==> config.mk <==
export PLATFORM = sky130hd
export DESIGN_NAME = lcd_spi_monitor_flat
export DESIGN_NICKNAME = d
export VERILOG_FILES = /design/src/rtl/lcd_spi_pkg.sv /design/src/rtl/lcd_spi_monitor_if.sv /design/src/rtl/lcd_spi_monitor_spi_rx_deser.sv /design/src/rtl/lcd_spi_monitor.sv /design/src/flat_wrapper.sv
export SDC_FILE = /design/constraint.sdc
export NUM_CORES = 1
export LEC_CHECK = 0
export BUFFER_PORTS_ARGS = -buffer_cell sky130_fd_sc_hd__buf_4
export CAP_MARGIN = 10
export CORE_ASPECT_RATIO = 0.75
export CORE_MARGIN = 2
export CORE_UTILIZATION = 30
export DETAILED_ROUTE_END_ITERATION = 12
export SLEW_MARGIN = 0
export SYNTH_ARGS = -nofsm -noshare
export SYNTH_HDL_FRONTEND = slang
export SYNTH_SLANG_ARGS = --single-unit
==> constraint.sdc <==
create_clock -name clk -period 3.25 [get_ports clk]
set_clock_uncertainty 0.15 [all_clocks]
set_input_delay 0.4875 -clock clk [delete_from_list [all_inputs] [get_ports clk]]
set_output_delay 0.4875 -clock clk [all_outputs]
set_load 0.02 [all_outputs]
==> src/rtl/lcd_spi_pkg.sv <==
// Shared constants and decoder state encoding for the LCD SPI link monitor.
package lcd_spi_pkg;

    localparam logic [7:0] CMD_CASET = 8'h2A;
    localparam logic [7:0] CMD_RASET = 8'h2B;
    localparam logic [7:0] CMD_RAMWR = 8'h2C;

    localparam int unsigned DEF_XE_C = 239;
    localparam int unsigned DEF_YE_C = 319;

    typedef enum logic [1:0] {
        ST_IDLE  = 2'd0,
        ST_CASET = 2'd1,
        ST_RASET = 2'd2,
        ST_RAMWR = 2'd3
    } dec_state_t;

endpackage

==> src/rtl/lcd_spi_monitor_if.sv <==
// 4-wire LCD SPI link: the write block drives it as master, the monitor listens as slave.
interface lcd_spi_monitor_if;

    logic cs;
    logic dc;
    logic sclk;
    logic mosi;

    modport master (output cs, dc, sclk, mosi);
    modport slave  (input  cs, dc, sclk, mosi);

endinterface

==> src/rtl/lcd_spi_monitor_spi_rx_deser.sv <==
// SPI mode-0 byte deserialiser: input synchronisers, sclk edge detect, shift register,
// bit counter and fragment detection on cs release.
module spi_rx_deser #(
    parameter int unsigned SYNC_STAGES = 2
) (
    input  logic                    clk,
    input  logic                    rst_n,
    lcd_spi_monitor_if.slave        i_spi,
    output logic                    o_byte_valid,
    output logic [7:0]              o_byte_data,
    output logic                    o_byte_is_data,
    output logic                    o_frag_err
);

    localparam int unsigned SYNC_W = 4;
    localparam int unsigned CNT_W  = 3;
    // cs synchronises to its idle (deselected) level out of reset
    localparam logic [SYNC_W-1:0] SYNC_RST = 4'b1000;

    logic [SYNC_STAGES-1:0][SYNC_W-1:0] r_sync;
    logic                               r_sclk_d;
    logic [6:0]                         r_shift;
    logic [CNT_W-1:0]                   r_bit_cnt;

    logic w_cs;
    logic w_dc;
    logic w_sclk;
    logic w_mosi;
    logic w_sclk_rise;

    always_ff @(posedge clk or negedge rst_n) begin
        if (!rst_n) begin
            r_sync <= {SYNC_STAGES{SYNC_RST}};
        end else begin
            r_sync <= {r_sync[SYNC_STAGES-2:0], {i_spi.cs, i_spi.dc, i_spi.sclk, i_spi.mosi}};
        end
    end

    assign {w_cs, w_dc, w_sclk, w_mosi} = r_sync[SYNC_STAGES-1];
    assign w_sclk_rise = w_sclk & ~r_sclk_d;

    always_ff @(posedge clk or negedge rst_n) begin
        if (!rst_n) begin
            r_sclk_d       <= 1'b0;
            r_shift        <= '0;
            r_bit_cnt      <= '0;
            o_byte_valid   <= 1'b0;
            o_byte_data    <= '0;
            o_byte_is_data <= 1'b0;
            o_frag_err     <= 1'b0;
        end else begin
            r_sclk_d     <= w_sclk;
            o_byte_valid <= 1'b0;
            o_frag_err   <= 1'b0;
            if (w_cs) begin
                // Partial byte is dropped; counter is only non-zero with 1..7 bits in
                r_bit_cnt  <= '0;
                o_frag_err <= (r_bit_cnt != '0);
            end else if (w_sclk_rise) begin
                r_shift   <= {r_shift[5:0], w_mosi};
                r_bit_cnt <= r_bit_cnt + CNT_W'(1);
                if (r_bit_cnt == CNT_W'(7)) begin
                    o_byte_valid   <= 1'b1;
                    o_byte_data    <= {r_shift, w_mosi};
                    o_byte_is_data <= w_dc;
                end
            end
        end
    end

endmodule

==> src/rtl/lcd_spi_monitor.sv <==
// LCD SPI link monitor: tags received bytes, decodes CASET/RASET/RAMWR and
// reassembles RGB565 pixels with their window coordinates.
module lcd_spi_monitor
    import lcd_spi_pkg::*;
#(
    parameter int unsigned SYNC_STAGES = 2,
    parameter int unsigned COORD_W     = 9,
    parameter int unsigned DEF_XE      = DEF_XE_C,
    parameter int unsigned DEF_YE      = DEF_YE_C
) (
    input  logic               clk,
    input  logic               rst_n,
    lcd_spi_monitor_if.slave   i_spi,
    output logic               o_byte_valid,
    output logic [7:0]         o_byte_data,
    output logic               o_byte_is_data,
    output logic [7:0]         o_last_cmd,
    output logic [COORD_W-1:0] o_x_start,
    output logic [COORD_W-1:0] o_x_end,
    output logic [COORD_W-1:0] o_y_start,
    output logic [COORD_W-1:0] o_y_end,
    output logic               o_pixel_valid,
    output logic [15:0]        o_pixel_data,
    output logic [COORD_W-1:0] o_pixel_x,
    output logic [COORD_W-1:0] o_pixel_y,
    output logic               o_frame_done,
    output logic               o_frag_err
);

    dec_state_t         r_state,       w_state_nx;
    logic [1:0]         r_param_idx,   w_param_idx_nx;
    logic [7:0]         r_par0,        w_par0_nx;
    logic [7:0]         r_par1,        w_par1_nx;
    logic [7:0]         r_par2,        w_par2_nx;
    logic               r_phase_lo,    w_phase_lo_nx;
    logic [7:0]         r_hi_byte,     w_hi_byte_nx;
    logic [7:0]         r_last_cmd,    w_last_cmd_nx;
    logic [COORD_W-1:0] r_x_start,     w_x_start_nx;
    logic [COORD_W-1:0] r_x_end,       w_x_end_nx;
    logic [COORD_W-1:0] r_y_start,     w_y_start_nx;
    logic [COORD_W-1:0] r_y_end,       w_y_end_nx;
    logic [COORD_W-1:0] r_pixel_x,     w_pixel_x_nx;
    logic [COORD_W-1:0] r_pixel_y,     w_pixel_y_nx;
    logic [15:0]        r_pixel_data,  w_pixel_data_nx;
    logic               r_pixel_valid, w_pixel_valid_nx;
    logic               r_frame_done,  w_frame_done_nx;

    spi_rx_deser #(
        .SYNC_STAGES (SYNC_STAGES)
    ) u_rx (
        .clk            (clk),
        .rst_n          (rst_n),
        .i_spi          (i_spi),
        .o_byte_valid   (o_byte_valid),
        .o_byte_data    (o_byte_data),
        .o_byte_is_data (o_byte_is_data),
        .o_frag_err     (o_frag_err)
    );

    always_ff @(posedge clk or negedge rst_n) begin
        if (!rst_n) begin
            r_state       <= ST_IDLE;
            r_param_idx   <= '0;
            r_par0        <= '0;
            r_par1        <= '0;
            r_par2        <= '0;
            r_phase_lo    <= 1'b0;
            r_hi_byte     <= '0;
            r_last_cmd    <= '0;
            r_x_start     <= '0;
            r_x_end       <= COORD_W'(DEF_XE);
            r_y_start     <= '0;
            r_y_end       <= COORD_W'(DEF_YE);
            r_pixel_x     <= '0;
            r_pixel_y     <= '0;
            r_pixel_data  <= '0;
            r_pixel_valid <= 1'b0;
            r_frame_done  <= 1'b0;
        end else begin
            r_state       <= w_state_nx;
            r_param_idx   <= w_param_idx_nx;
            r_par0        <= w_par0_nx;
            r_par1        <= w_par1_nx;
            r_par2        <= w_par2_nx;
            r_phase_lo    <= w_phase_lo_nx;
            r_hi_byte     <= w_hi_byte_nx;
            r_last_cmd    <= w_last_cmd_nx;
            r_x_start     <= w_x_start_nx;
            r_x_end       <= w_x_end_nx;
            r_y_start     <= w_y_start_nx;
            r_y_end       <= w_y_end_nx;
            r_pixel_x     <= w_pixel_x_nx;
            r_pixel_y     <= w_pixel_y_nx;
            r_pixel_data  <= w_pixel_data_nx;
            r_pixel_valid <= w_pixel_valid_nx;
            r_frame_done  <= w_frame_done_nx;
        end
    end

    always_comb begin
        w_state_nx       = r_state;
        w_param_idx_nx   = r_param_idx;
        w_par0_nx        = r_par0;
        w_par1_nx        = r_par1;
        w_par2_nx        = r_par2;
        w_phase_lo_nx    = r_phase_lo;
        w_hi_byte_nx     = r_hi_byte;
        w_last_cmd_nx    = r_last_cmd;
        w_x_start_nx     = r_x_start;
        w_x_end_nx       = r_x_end;
        w_y_start_nx     = r_y_start;
        w_y_end_nx       = r_y_end;
        w_pixel_x_nx     = r_pixel_x;
        w_pixel_y_nx     = r_pixel_y;
        w_pixel_data_nx  = r_pixel_data;
        w_pixel_valid_nx = 1'b0;
        w_frame_done_nx  = 1'b0;

        // Coordinates step the cycle after the pixel was presented with them
        if (r_pixel_valid) begin
            if (r_pixel_x >= r_x_end) begin
                w_pixel_x_nx = r_x_start;
                w_pixel_y_nx = (r_pixel_y >= r_y_end) ? r_y_start : r_pixel_y + COORD_W'(1);
            end else begin
                w_pixel_x_nx = r_pixel_x + COORD_W'(1);
            end
        end

        if (o_byte_valid) begin
            if (!o_byte_is_data) begin
                w_last_cmd_nx  = o_byte_data;
                w_param_idx_nx = '0;
                w_phase_lo_nx  = 1'b0;
                case (o_byte_data)
                    CMD_CASET: w_state_nx = ST_CASET;
                    CMD_RASET: w_state_nx = ST_RASET;
                    CMD_RAMWR: begin
                        w_state_nx   = ST_RAMWR;
                        w_pixel_x_nx = r_x_start;
                        w_pixel_y_nx = r_y_start;
                    end
                    default:   w_state_nx = ST_IDLE;
                endcase
            end else begin
                case (r_state)
                    ST_CASET, ST_RASET: begin
                        w_param_idx_nx = r_param_idx + 2'd1;
                        case (r_param_idx)
                            2'd0:    w_par0_nx = o_byte_data;
                            2'd1:    w_par1_nx = o_byte_data;
                            2'd2:    w_par2_nx = o_byte_data;
                            default: begin
                                w_state_nx = ST_IDLE;
                                if (r_state == ST_CASET) begin
                                    w_x_start_nx = COORD_W'({r_par0, r_par1});
                                    w_x_end_nx   = COORD_W'({r_par2, o_byte_data});
                                end else begin
                                    w_y_start_nx = COORD_W'({r_par0, r_par1});
                                    w_y_end_nx   = COORD_W'({r_par2, o_byte_data});
                                end
                            end
                        endcase
                    end
                    ST_RAMWR: begin
                        if (!r_phase_lo) begin
                            w_hi_byte_nx  = o_byte_data;
                            w_phase_lo_nx = 1'b1;
                        end else begin
                            w_pixel_data_nx  = {r_hi_byte, o_byte_data};
                            w_pixel_valid_nx = 1'b1;
                            w_phase_lo_nx    = 1'b0;
                            w_frame_done_nx  = (r_pixel_x >= r_x_end) && (r_pixel_y >= r_y_end);
                        end
                    end
                    default: ;
                endcase
            end
        end
    end

    assign o_last_cmd    = r_last_cmd;
    assign o_x_start     = r_x_start;
    assign o_x_end       = r_x_end;
    assign o_y_start     = r_y_start;
    assign o_y_end       = r_y_end;
    assign o_pixel_valid = r_pixel_valid;
    assign o_pixel_data  = r_pixel_data;
    assign o_pixel_x     = r_pixel_x;
    assign o_pixel_y     = r_pixel_y;
    assign o_frame_done  = r_frame_done;

endmodule

==> src/flat_wrapper.sv <==
// flat-port wrapper written by rule: the top's interface ports become plain ports
module lcd_spi_monitor_flat import lcd_spi_pkg::*;
#(
    parameter int unsigned SYNC_STAGES = 2,
    parameter int unsigned COORD_W     = 9,
    parameter int unsigned DEF_XE      = DEF_XE_C,
    parameter int unsigned DEF_YE      = DEF_YE_C
)
  (clk, rst_n, o_byte_valid, o_byte_data, o_byte_is_data, o_last_cmd, o_x_start, o_x_end, o_y_start, o_y_end, o_pixel_valid, o_pixel_data, o_pixel_x, o_pixel_y, o_frame_done, o_frag_err, i_spi_cs, i_spi_dc, i_spi_sclk, i_spi_mosi);
  lcd_spi_monitor_if i_spi_i ();
  input  logic clk;
  input  logic rst_n;
  output logic o_byte_valid;
  output logic [7:0] o_byte_data;
  output logic o_byte_is_data;
  output logic [7:0] o_last_cmd;
  output logic [COORD_W-1:0] o_x_start;
  output logic [COORD_W-1:0] o_x_end;
  output logic [COORD_W-1:0] o_y_start;
  output logic [COORD_W-1:0] o_y_end;
  output logic o_pixel_valid;
  output logic [15:0] o_pixel_data;
  output logic [COORD_W-1:0] o_pixel_x;
  output logic [COORD_W-1:0] o_pixel_y;
  output logic o_frame_done;
  output logic o_frag_err;
  input wire logic [$bits(i_spi_i.cs)-1:0] i_spi_cs;
  input wire logic [$bits(i_spi_i.dc)-1:0] i_spi_dc;
  input wire logic [$bits(i_spi_i.sclk)-1:0] i_spi_sclk;
  input wire logic [$bits(i_spi_i.mosi)-1:0] i_spi_mosi;
  assign i_spi_i.cs = i_spi_cs;
  assign i_spi_i.dc = i_spi_dc;
  assign i_spi_i.sclk = i_spi_sclk;
  assign i_spi_i.mosi = i_spi_mosi;
  lcd_spi_monitor #(.SYNC_STAGES(SYNC_STAGES), .COORD_W(COORD_W), .DEF_XE(DEF_XE), .DEF_YE(DEF_YE)) u_core (.clk(clk), .rst_n(rst_n), .i_spi(i_spi_i), .o_byte_valid(o_byte_valid), .o_byte_data(o_byte_data), .o_byte_is_data(o_byte_is_data), .o_last_cmd(o_last_cmd), .o_x_start(o_x_start), .o_x_end(o_x_end), .o_y_start(o_y_start), .o_y_end(o_y_end), .o_pixel_valid(o_pixel_valid), .o_pixel_data(o_pixel_data), .o_pixel_x(o_pixel_x), .o_pixel_y(o_pixel_y), .o_frame_done(o_frame_done), .o_frag_err(o_frag_err));
endmodule
After elaboration in Yosys (flattened, before gate mapping)
Index checks and enable logic that the tools add are counted.
{"block": "op_classes", "n_addsub": 4, "magnitude_cmp": 2, "n_eq_ne": 12, "mux": 34, "n_bitwise": 7, "n_reduce_logical": 19}
{"operator": "9-bit 2-to-1 mux", "count": 11}
{"operator": "8-bit by 6-bit equality test with 1-bit output, second input constant", "count": 3}
{"operator": "4-bit AND reduction", "count": 5}
{"operator": "9-bit by 1-bit adder with 9-bit output, second input constant", "count": 2}
{"operator": "9-bit greater-or-equal comparator", "count": 2}
{"operator": "1-bit 2-to-1 mux", "count": 15}
{"operator": "2-bit 2-to-1 mux", "count": 5}
{"operator": "5-bit AND reduction", "count": 2}
{"operator": "2-bit AND reduction", "count": 4}
{"operator": "2-bit equality test, second input constant", "count": 3}
{"operator": "3-bit 2-to-1 mux", "count": 2}
{"operator": "1-bit NOT", "count": 6}
{"operator": "2-bit case mux with 3 select lines", "count": 1}
{"operator": "3-bit AND reduction", "count": 2}
{"operator": "2-bit by 1-bit equality test with 1-bit output, second input constant", "count": 2}
{"operator": "2-bit by 1-bit inequality test with 1-bit output, second input constant", "count": 2}
{"operator": "3-bit by 1-bit adder with 3-bit output, second input constant", "count": 1}
{"operator": "3-bit equality test, second input constant", "count": 1}
{"operator": "3-bit nonzero test", "count": 1}
{"operator": "3-bit OR reduction", "count": 1}
{"operator": "2-bit by 1-bit adder with 2-bit output, second input constant", "count": 1}
{"operator": "2-bit zero test", "count": 1}
{"operator": "2-bit inequality test, second input constant", "count": 1}
{"operator": "2-bit nonzero test", "count": 1}
{"operator": "3 further kinds", "count": 3}
{"block": "word_totals", "reg_bits": 133, "inputBits": 6, "output_inout_bits": 91, "word_cells": 104}

Longest topological paths before layout
Gate-level depths: netlist of run 1.
{"block": "depth", "word_depth": 7, "mapped_depth": 10, "depth_no_buf": 8}

By module
A second synthesis of run 1 with hierarchy kept.
{"block": "hier_totals", "hier_cells": 522, "area_unflattened_um2": 6012.0}
{"mod": "lcd_spi_monitor", "n_inst": 1, "cells_each": 458, "area_per_inst_um2": 4927.2, "seq_area_each_um2": 2595.0}
{"mod": "spi_rx_deser", "n_inst": 1, "cells_each": 64, "area_per_inst_um2": 1084.8, "seq_area_each_um2": 753.2}

Worst setup path after synthesis of run 1
Ideal clock, no wire load.
{"block": "synth_timing", "kind": "register to register", "start": "reg u_core.r_x_end[1], in the netlist u_core.o_x_end[1]", "end": "reg u_core.r_pixel_y[3], in the netlist u_core.o_pixel_y[3]", "setup_ns": 0.128, "arrival_ns": 2.148, "t_required_ns": 2.972, "slack_ns": 0.824, "stages_incl_launch_ff": 11, "n_path_buf": 2, "period_less_slack_ns": 2.426, "path_cell_list": "dfstp_2 > inv_1 > ha_1 > nor2b_1 > o31ai_1 > a31oi_1 > o21a_1 > buf_2 > buf_4 > a211oi_1 > nor3_1"}
{"block": "synth_via", "elab_chain_len": 6}
{"element": "start, declared", "line": "lcd_spi_monitor.sv:39", "text": "logic [COORD_W-1:0] r_x_end, w_x_end_nx;"}
{"element": "start signal, assigned", "line": "lcd_spi_monitor.sv:71", "text": "r_x_end <= COORD_W'(DEF_XE);"}
{"element": "start signal, assigned", "line": "lcd_spi_monitor.sv:89", "text": "r_x_end <= w_x_end_nx;"}
{"element": "9-bit greater-or-equal comparator *", "line": "lcd_spi_monitor.sv:121", "text": "if (r_pixel_x >= r_x_end) begin"}
{"element": "9-bit 2-to-1 mux *", "line": "lcd_spi_monitor.sv:121"}
{"element": "9-bit 2-to-1 mux *", "line": "lcd_spi_monitor.sv:120", "text": "if (r_pixel_valid) begin"}
{"element": "9-bit 2-to-1 mux", "line": "lcd_spi_monitor.sv:134", "text": "case (o_byte_data)"}
{"element": "9-bit 2-to-1 mux", "line": "lcd_spi_monitor.sv:130", "text": "if (!o_byte_is_data) begin"}
{"element": "9-bit 2-to-1 mux *", "line": "lcd_spi_monitor.sv:129", "text": "if (o_byte_valid) begin"}
{"element": "net u_core.w_pixel_y_nx[3]", "line": "lcd_spi_monitor.sv:43", "text": "logic [COORD_W-1:0] r_pixel_y, w_pixel_y_nx;"}
{"element": "end signal, assigned", "line": "lcd_spi_monitor.sv:93", "text": "r_pixel_y <= w_pixel_y_nx;"}
{"element": "end, declared", "line": "lcd_spi_monitor.sv:43"}
The timed path passes the listed nets; every way through them passes the cells marked *.
A chain may end at the register's enable or synchronous reset.

Worst setup path after layout of run 1
{"block": "layout_timing", "start": "reg u_core.r_x_end[2], in the netlist u_core.o_x_end[2]", "end": "reg u_core.r_pixel_y[6], in the netlist u_core.o_pixel_y[6]"}
The elaborated chain is that of the path after synthesis.

==> results of run 1 <==
-- per-stage QoR --
stage                     total power (uW)  instance area (sq um)   util  hold slack, ns  setup slack (ns)
after floorplan                       1790                   5980      -          0.0419             0.824
after global placement                1840                   7020  0.361           0.182             0.586
after detailed placement              1850                   7020  0.361           0.186             0.532
after CTS                             3700                   7600  0.391         0.00312             0.503
after global routing                  3810                   7630  0.393        0.000421             0.245
final                                 3660                   7630  0.393          0.0199             0.479
-- worst min path at each step --
stage                       endpoint  slack, ns  cells past startpoint
3_5_place_dp   u_core.u_rx.r_sync[5]       0.19                      0
3_3_place_gp   u_core.u_rx.r_sync[4]       0.18                      0
4_1_cts        u_core.u_rx.r_sync[0]      0.003                      1
5_1_grt        u_core.u_rx.r_sync[2]     0.0004                      1
6_report       u_core.u_rx.r_sync[2]       0.02                      1
2_1_floorplan    u_core.o_frame_done       0.04                      0
-- logic make-up (layout without fill, tap and decap cells) --
kind of cell               after synthesis  after routing  synth area share
DFF                                    133            133             0.560
xor gates and xnor gates                10             10            0.0146
buffers and inverters                   47            172            0.0343
muxes                                   77             77             0.144
adders and majority gates               29             29            0.0607
AOI/OAI and AO/OA                       68             68            0.0786
and+or+nand+nor                        141            141             0.108
-- Yosys cell counts (2+ instances only) --
cell       count  share of area
dfrtp_1      117           0.49
nand2_1       81          0.051
mux2_2        73           0.14
ha_1          29          0.061
inv_1         28          0.018
o21ai_0       26          0.022
dfstp_2       16          0.070
nor2_1        16          0.010
nand3_1       11         0.0092
xnor2_1       10          0.015
clkbuf_1       8         0.0050
a21oi_1        7         0.0059
nand4_1        7         0.0073
buf_2          5         0.0042
nand2b_1       5         0.0052
a211o_1        4         0.0059
a211oi_1       4         0.0050
buf_4          4         0.0050
mux2i_1        4         0.0067
nor3_1         4         0.0033
o22ai_1        4         0.0042
and3_1         3         0.0031
nor2b_1        3         0.0031
o211ai_1       3         0.0038
o221a_1        3         0.0056
a21boi_0       2         0.0025
a2bb2oi_1      2         0.0029
nor3_2         2         0.0033
nor3b_1        2         0.0025
o21a_1         2         0.0025
o31ai_1        2         0.0025
-- layer usage --
layer	global-route usage	part of all wire
met4	0.0350	0.0062
met5	0	0
met1	0.212	0.45
met2	0.235	0.46
met3	0.0649	0.081
-- state kept, by name, indices dropped and copies added, names as in the netlist, 9 cells and up --
name / count
u_core.o_pixel_data: 16
u_core.o_pixel_y: 9
u_core.o_y_end: 9
u_core.o_pixel_x: 9
u_core.o_y_start: 9
u_core.o_x_start: 9
u_core.o_x_end: 9
-- power by group through the flow --
| stage | logic, uW | registers (uW) | clock network (uW) |
|---|---|---|---|
| floorplan | 40.5 | 1750 | 0 |
| global placement | 86.9 | 1750 | 0 |
| detailed placement | 90.4 | 1760 | 0 |
| CTS | 92.5 | 1730 | 1880 |
| global route | 106 | 1730 | 1970 |
| finish | 91.0 | 1730 | 1840 |
-- worst max-delay path: cells and delay by family (launching register included) --
| family | cells | cell delay (ns) |
|---|---|---|
| AO/OA/AOI/OAI | 3 | 1.25 |
| adder cells (fa/ha/maj) | 1 | 0.29 |
| buffers and inverters | 1 | 0.04 |
| flip-flops | 1 | 0.54 |
| AND/OR/NAND/NOR | 3 | 0.37 |
-- area by class of cell --
| cell class | instances | share of cell area |
|---|---|---|
| clock buffers | 21 | 0.0617 |
| clock inverters | 11 | 0.0133 |
| inverters | 29 | 0.0143 |
| multi-input cells | 325 | 0.318 |
| flip-flops and latches | 133 | 0.439 |
| well taps | 253 | 0.0415 |
| repair buffers | 111 | 0.112 |
==> impl_metrics.json, run 1 <==
{
  "status": "completed",
  "cp_max_fo": 18,
  "layout-drive-gt1-share": 0.375,
  "ff_latch_area_sq_um": 3350,
  "gp_congestion": 0.881,
  "rr_worst_depth": 8,
  "grt_pass1_wl_um": 25200,
  "clkLatencyLatePin_ns": 0.42,
  "dp_hpwl_um": 11200,
  "cts_hold_buf": 1,
  "max_stage_delay_ns": 0.59,
  "synth_cell_types": 49,
  "routedWlPerCell_um": 18.0,
  "critPathLaunch": "u_core.o_x_end[2]",
  "yosysSeqAreaShare": 0.560,
  "ir_worst_vdd_v": 0.000291,
  "vias_per_cell": 4.89,
  "cp-start-kind": "flip-flop",
  "dieWidth_um": 167,
  "min_from": "i_spi_dc",
  "drc": 0,
  "finalCritPeriodShare": 0.852,
  "p_leak_uw": 0.00375,
  "worst_ep_arrival_time_ns": 2.92,
  "crit_path_end_kind": "flip-flop",
  "track_usage": 0.156,
  "fmax_mhz": 361,
  "io_buffer_count": 96,
  "fill_cells": 1869,
  "cp_data_required_time_ns": 3.40,
  "seqPwrFrac": 0.473,
  "totalWireLength_um": 15900,
  "finalSetupTns_ns": 0,
  "clockRootBuffer": "clkbuf_16",
  "fp.dieArea_sq_um": 21100,
  "cts_buffer_depth": 2,
  "core_sq_um": 19400,
  "drt_pass1_iterations": 4,
  "p_clk_frac": 0.502,
  "crit_path_end": "u_core.o_pixel_y[6]",
  "r2r_setup_slack_ns": 0.48,
  "pwr-share-comb": 0.025,
  "syn_area_sq_um": 5980,
  "clkSinkCount": 133,
  "cp_slowest_cell": "o21a_1",
  "syn_nets": 540,
  "postCtsSetupRepairBufs": 0,
  "min_path_type": "in2reg",
  "reg2reg_from": "u_core.o_x_end[2]",
  "vias": 4315,
  "p_sw_frac": 0.219,
  "first_global_vias": 4380,
  "die_y_um": 126,
  "intPower_uw": 2860,
  "synth_edf_count": 0,
  "synth-main-ff-cell": "dfrtp_1",
  "cap_violations": 0,
  "finalSetupViolCount": 0,
  "fin_nets": 652,
  "ctsResizeCount": 0,
  "antenna_found_initial": 0,
  "syn_avg_cell_area_sq_um": 11.8,
  "cts_tree": "built",
  "grt_max_degree": 47,
  "ant_nets": 0,
  "synth_seq_cells": 133,
  "fin_crit_ns": 2.77,
  "tightest_slew_ns": 0.921,
  "synthArstFlopShare": 1.00,
  "cts.htree.levels": 4,
  "slew_viol_final": 0,
  "dp.cells": 847,
  "multi_input_area_sq_um": 2430,
  "switching_power_uw": 800,
  "drt_iter0_drc": 346,
  "cts_buffers": 17,
  "timing.rr.end": "u_core.o_pixel_y[6]",
  "power_density_nw_per_um2": 479,
  "instances_no_fill": 883,
  "syn2layout_area_growth_pct": 27.5,
  "layout_common_cells": "dfrtp_1 (117), buf_4 (106), nand2_1 (81), mux2_2 (73), ha_1 (29)",
  "gr-total-overflow": 0,
  "rsz0062_at_grt": "false",
  "antennaDiodeCount": 0,
  "path_class": "reg2reg",
  "rows": 44,
  "ios": 97,
  "synthCells": 505,
  "mostFrequentLayoutCell": "dfrtp_1",
  "hold_viol_final": 0,
  "relSlewSlack": 0.384,
  "initial_utilization": 0.308,
  "yosys_warnings": 0,
  "path_clk_slew_ns": 0.06,
  "path_cells": "inv_1 -> ha_1 -> and3_1 -> nand3_1 -> a31oi_1 -> o21a_1 -> nand2_1 -> o221a_1"
}
Note: power is estimated with default switching activity, not from simulation.
==> inputs of run 2 (changes only) <==
RECOVER_POWER = 50   (was not set)
SETUP_SLACK_MARGIN = 0.02   (was not set)
SYNTH_HIERARCHICAL = 1   (was not set)
==> impl_metrics.json, run 2 <==
{
  "relSlewSlack": -0.0279,
  "p_sw_frac": 0.219,
  "power_density_nw_per_um2": 500,
  "core_sq_um": 19500,
  "seqPwrFrac": 0.458,
  "cap_violations": 1,
  "drt_pass1_iterations": 9,
  "dp_hpwl_um": 11400,
  "switching_power_uw": 826,
  "totalWireLength_um": 15800,
  "violations": "design-rule violations, max-capacitance violations, max-slew violations",
  "dp_slack_ns": 0.634,
  "syn2layout_area_growth_pct": 25.7,
  "rows": 44,
  "crit_path_end_kind": "flip-flop",
  "routedWlPerCell_um": 17.6,
  "finalCritPeriodShare": 0.869,
  "postCtsSetupRepairBufs": 0,
  "ctsResizeCount": 0,
  "met1_usage": 0.216,
  "dp.cells": 864,
  "vias": 4258,
  "cts.htree.levels": 4,
  "path_clk_slew_ns": 0.06,
  "syn_avg_cell_area_sq_um": 11.5,
  "clkSinkCount": 133,
  "antenna_found_initial": 0,
  "synth.top_cell.area_share": 0.487,
  "finalSetupViolCount": 0,
  "syn_area_sq_um": 6010,
  "fmax_mhz": 354,
  "synth_top_area_cell": "dfrtp_1",
  "clkLatencyLatePin_ns": 0.41,
  "cts_buffers": 17,
  "layout_common_cells": "dfrtp_1 (117), nand2_1 (91), buf_4 (88), mux2_2 (69), inv_1 (33)",
  "synth-main-ff-cell": "dfrtp_1",
  "cp_data_required_time_ns": 3.40,
  "synth_seq_cells": 133,
  "finalSetupTns_ns": 0,
  "post_dp_cell_area_sq_um": 7040,
  "tightest_slew_ns": 1.54,
  "hold_viol_final": 0,
  "gr-usage-met3": 0.0571,
  "cts_buffer_depth": 2,
  "fin_area_sq_um": 7550,
  "layout-drive-gt1-share": 0.339,
  "synthCells": 522,
  "fin_crit_ns": 2.82,
  "fp.dieArea_sq_um": 21200,
  "synth_edf_count": 0,
  "cts_hold_buf": 0,
  "track_usage": 0.153,
  "gr-total-overflow": 0,
  "path_class": "reg2reg",
  "synth_cell_types": 49,
  "mostFrequentLayoutCell": "dfrtp_1",
  "worst_ep_arrival_time_ns": 2.97,
  "instances_no_fill": 896,
  "cts_tree": "built",
  "grt_pass1_wl_um": 24600,
  "gp_congestion": 0.838,
  "p_leak_uw": 0.00370,
  "yosysSeqAreaShare": 0.557,
  "ant_nets": 0,
  "synthArstFlopShare": 1.00,
  "slew_viol_final": 61,
  "grt_max_degree": 61,
  "top_usage_layer": "met2",
  "pwr-share-comb": 0.023,
  "vias_per_cell": 4.75,
  "die_y_um": 127,
  "p_clk_frac": 0.519,
  "ios": 97,
  "drc": 6,
  "first_global_vias": 4225,
  "min_path_type": "in2reg",
  "holdWs_ns": 0.0393,
  "fill_cells": 1919,
  "ys_top_cells_by_count": "dfrtp_1 (117), nand2_1 (91), mux2_2 (69)",
  "met2_usage": 0.221,
  "yosys_warnings": 6,
  "clockRootBuffer": "clkbuf_16",
  "cp-start-kind": "flip-flop",
  "synth.area.top_cells": "dfrtp_1 (49%), mux2_2 (13%), dfstp_2 (7.0%), ha_1 (6.0%), nand2_1 (5.7%)",
  "syn_nets": 557,
  "status": "complete, but fails checks",
  "yosysMostFrequentCell": "dfrtp_1",
  "rsz0062_at_grt": "false",
  "intPower_uw": 2950,
  "drt_iter0_drc": 299,
  "initial_utilization": 0.308,
  "io_buffer_count": 96,
  "setup_slack_ns": 0.427,
  "fin_nets": 665,
  "antennaDiodeCount": 0,
  "largest_reg_flops": 16,
  "ir_worst_vdd_v": 0.000348,
  "cp_max_fo": 15,
  "dieWidth_um": 167
}
-- run 2: per-layer routing --
| metal | part of all wire | vias up |
|---|---|---|
| li1 | - | 2002 |
| met1 | 0.47 | 2129 |
| met2 | 0.43 | 117 |
| met3 | 0.083 | 10 |
| met4 | 0.0076 | 0 |
| met5 | 0 | - |
-- run 2: critical path, cell delays in order, from the launching register on --
cell      delay, ns
dfrtp_1        0.54
nand2b_1       0.34
or4_4          0.60
or2_1          0.49
nand2_4        0.23
mux2_2         0.36
-- run 2: path summary, 6_finish.rpt --
kind | from | to | slack (ns) | cells past startpoint
setup / recovery | u_core/u_rx/o_byte_valid | u_core/o_pixel_x[2] | 0.43 | 5
hold reg to reg | u_core/u_rx/r_sync[1] | u_core/u_rx/r_sync[5] | 0.20 | 0
min in group asynchronous | rst_n | u_core/o_y_start[1] | 0.30 | 1
max in group asynchronous | rst_n | u_core/o_pixel_data[12] | 0.90 | 2
hold / removal | i_spi_cs | u_core/u_rx/r_sync[3] | 0.04 | 1
setup reg to reg | u_core/u_rx/o_byte_valid | u_core/o_pixel_x[2] | 0.43 | 5
-- run 2: through the flow --
stage	power [uW]	util
after floorplan	1790	-
after global placement	1850	0.361
after detailed placement	1850	0.361
after CTS	3830	0.393
after global routing	3920	0.388
final	3780	0.388
-- run 2: kinds of logic after synthesis --
family	Yosys count	share of synthesized area
xor gates and xnor gates	10	0.0146
AOI/OAI and AO/OA	68	0.0722
and+or+nand+nor	154	0.118
adders and majority gates	29	0.0604
DFF	133	0.557
muxes	73	0.136
buffers and inverters	55	0.0425
-- run 2: final cells by class --
type                    instances  area (sq um)  area share
clock inverters                14           176      0.0234
repair buffers                110           761       0.101
flip-flops and latches        133          3350       0.443
well taps                     253           317      0.0419
clock buffers                  18           429      0.0568
inverters                      34           128      0.0169
multi-input cells             334          2400       0.317
-- run 2: power groups by stage --
stage               Clock [uW]  Combinational, uW  Sequential [uW]
finish                    1960               86.2             1730
global route              2090               99.6             1740
CTS                       2000               96.2             1730
detailed placement           0               95.0             1760
global placement             0               89.4             1760
floorplan                    0               42.7             1750
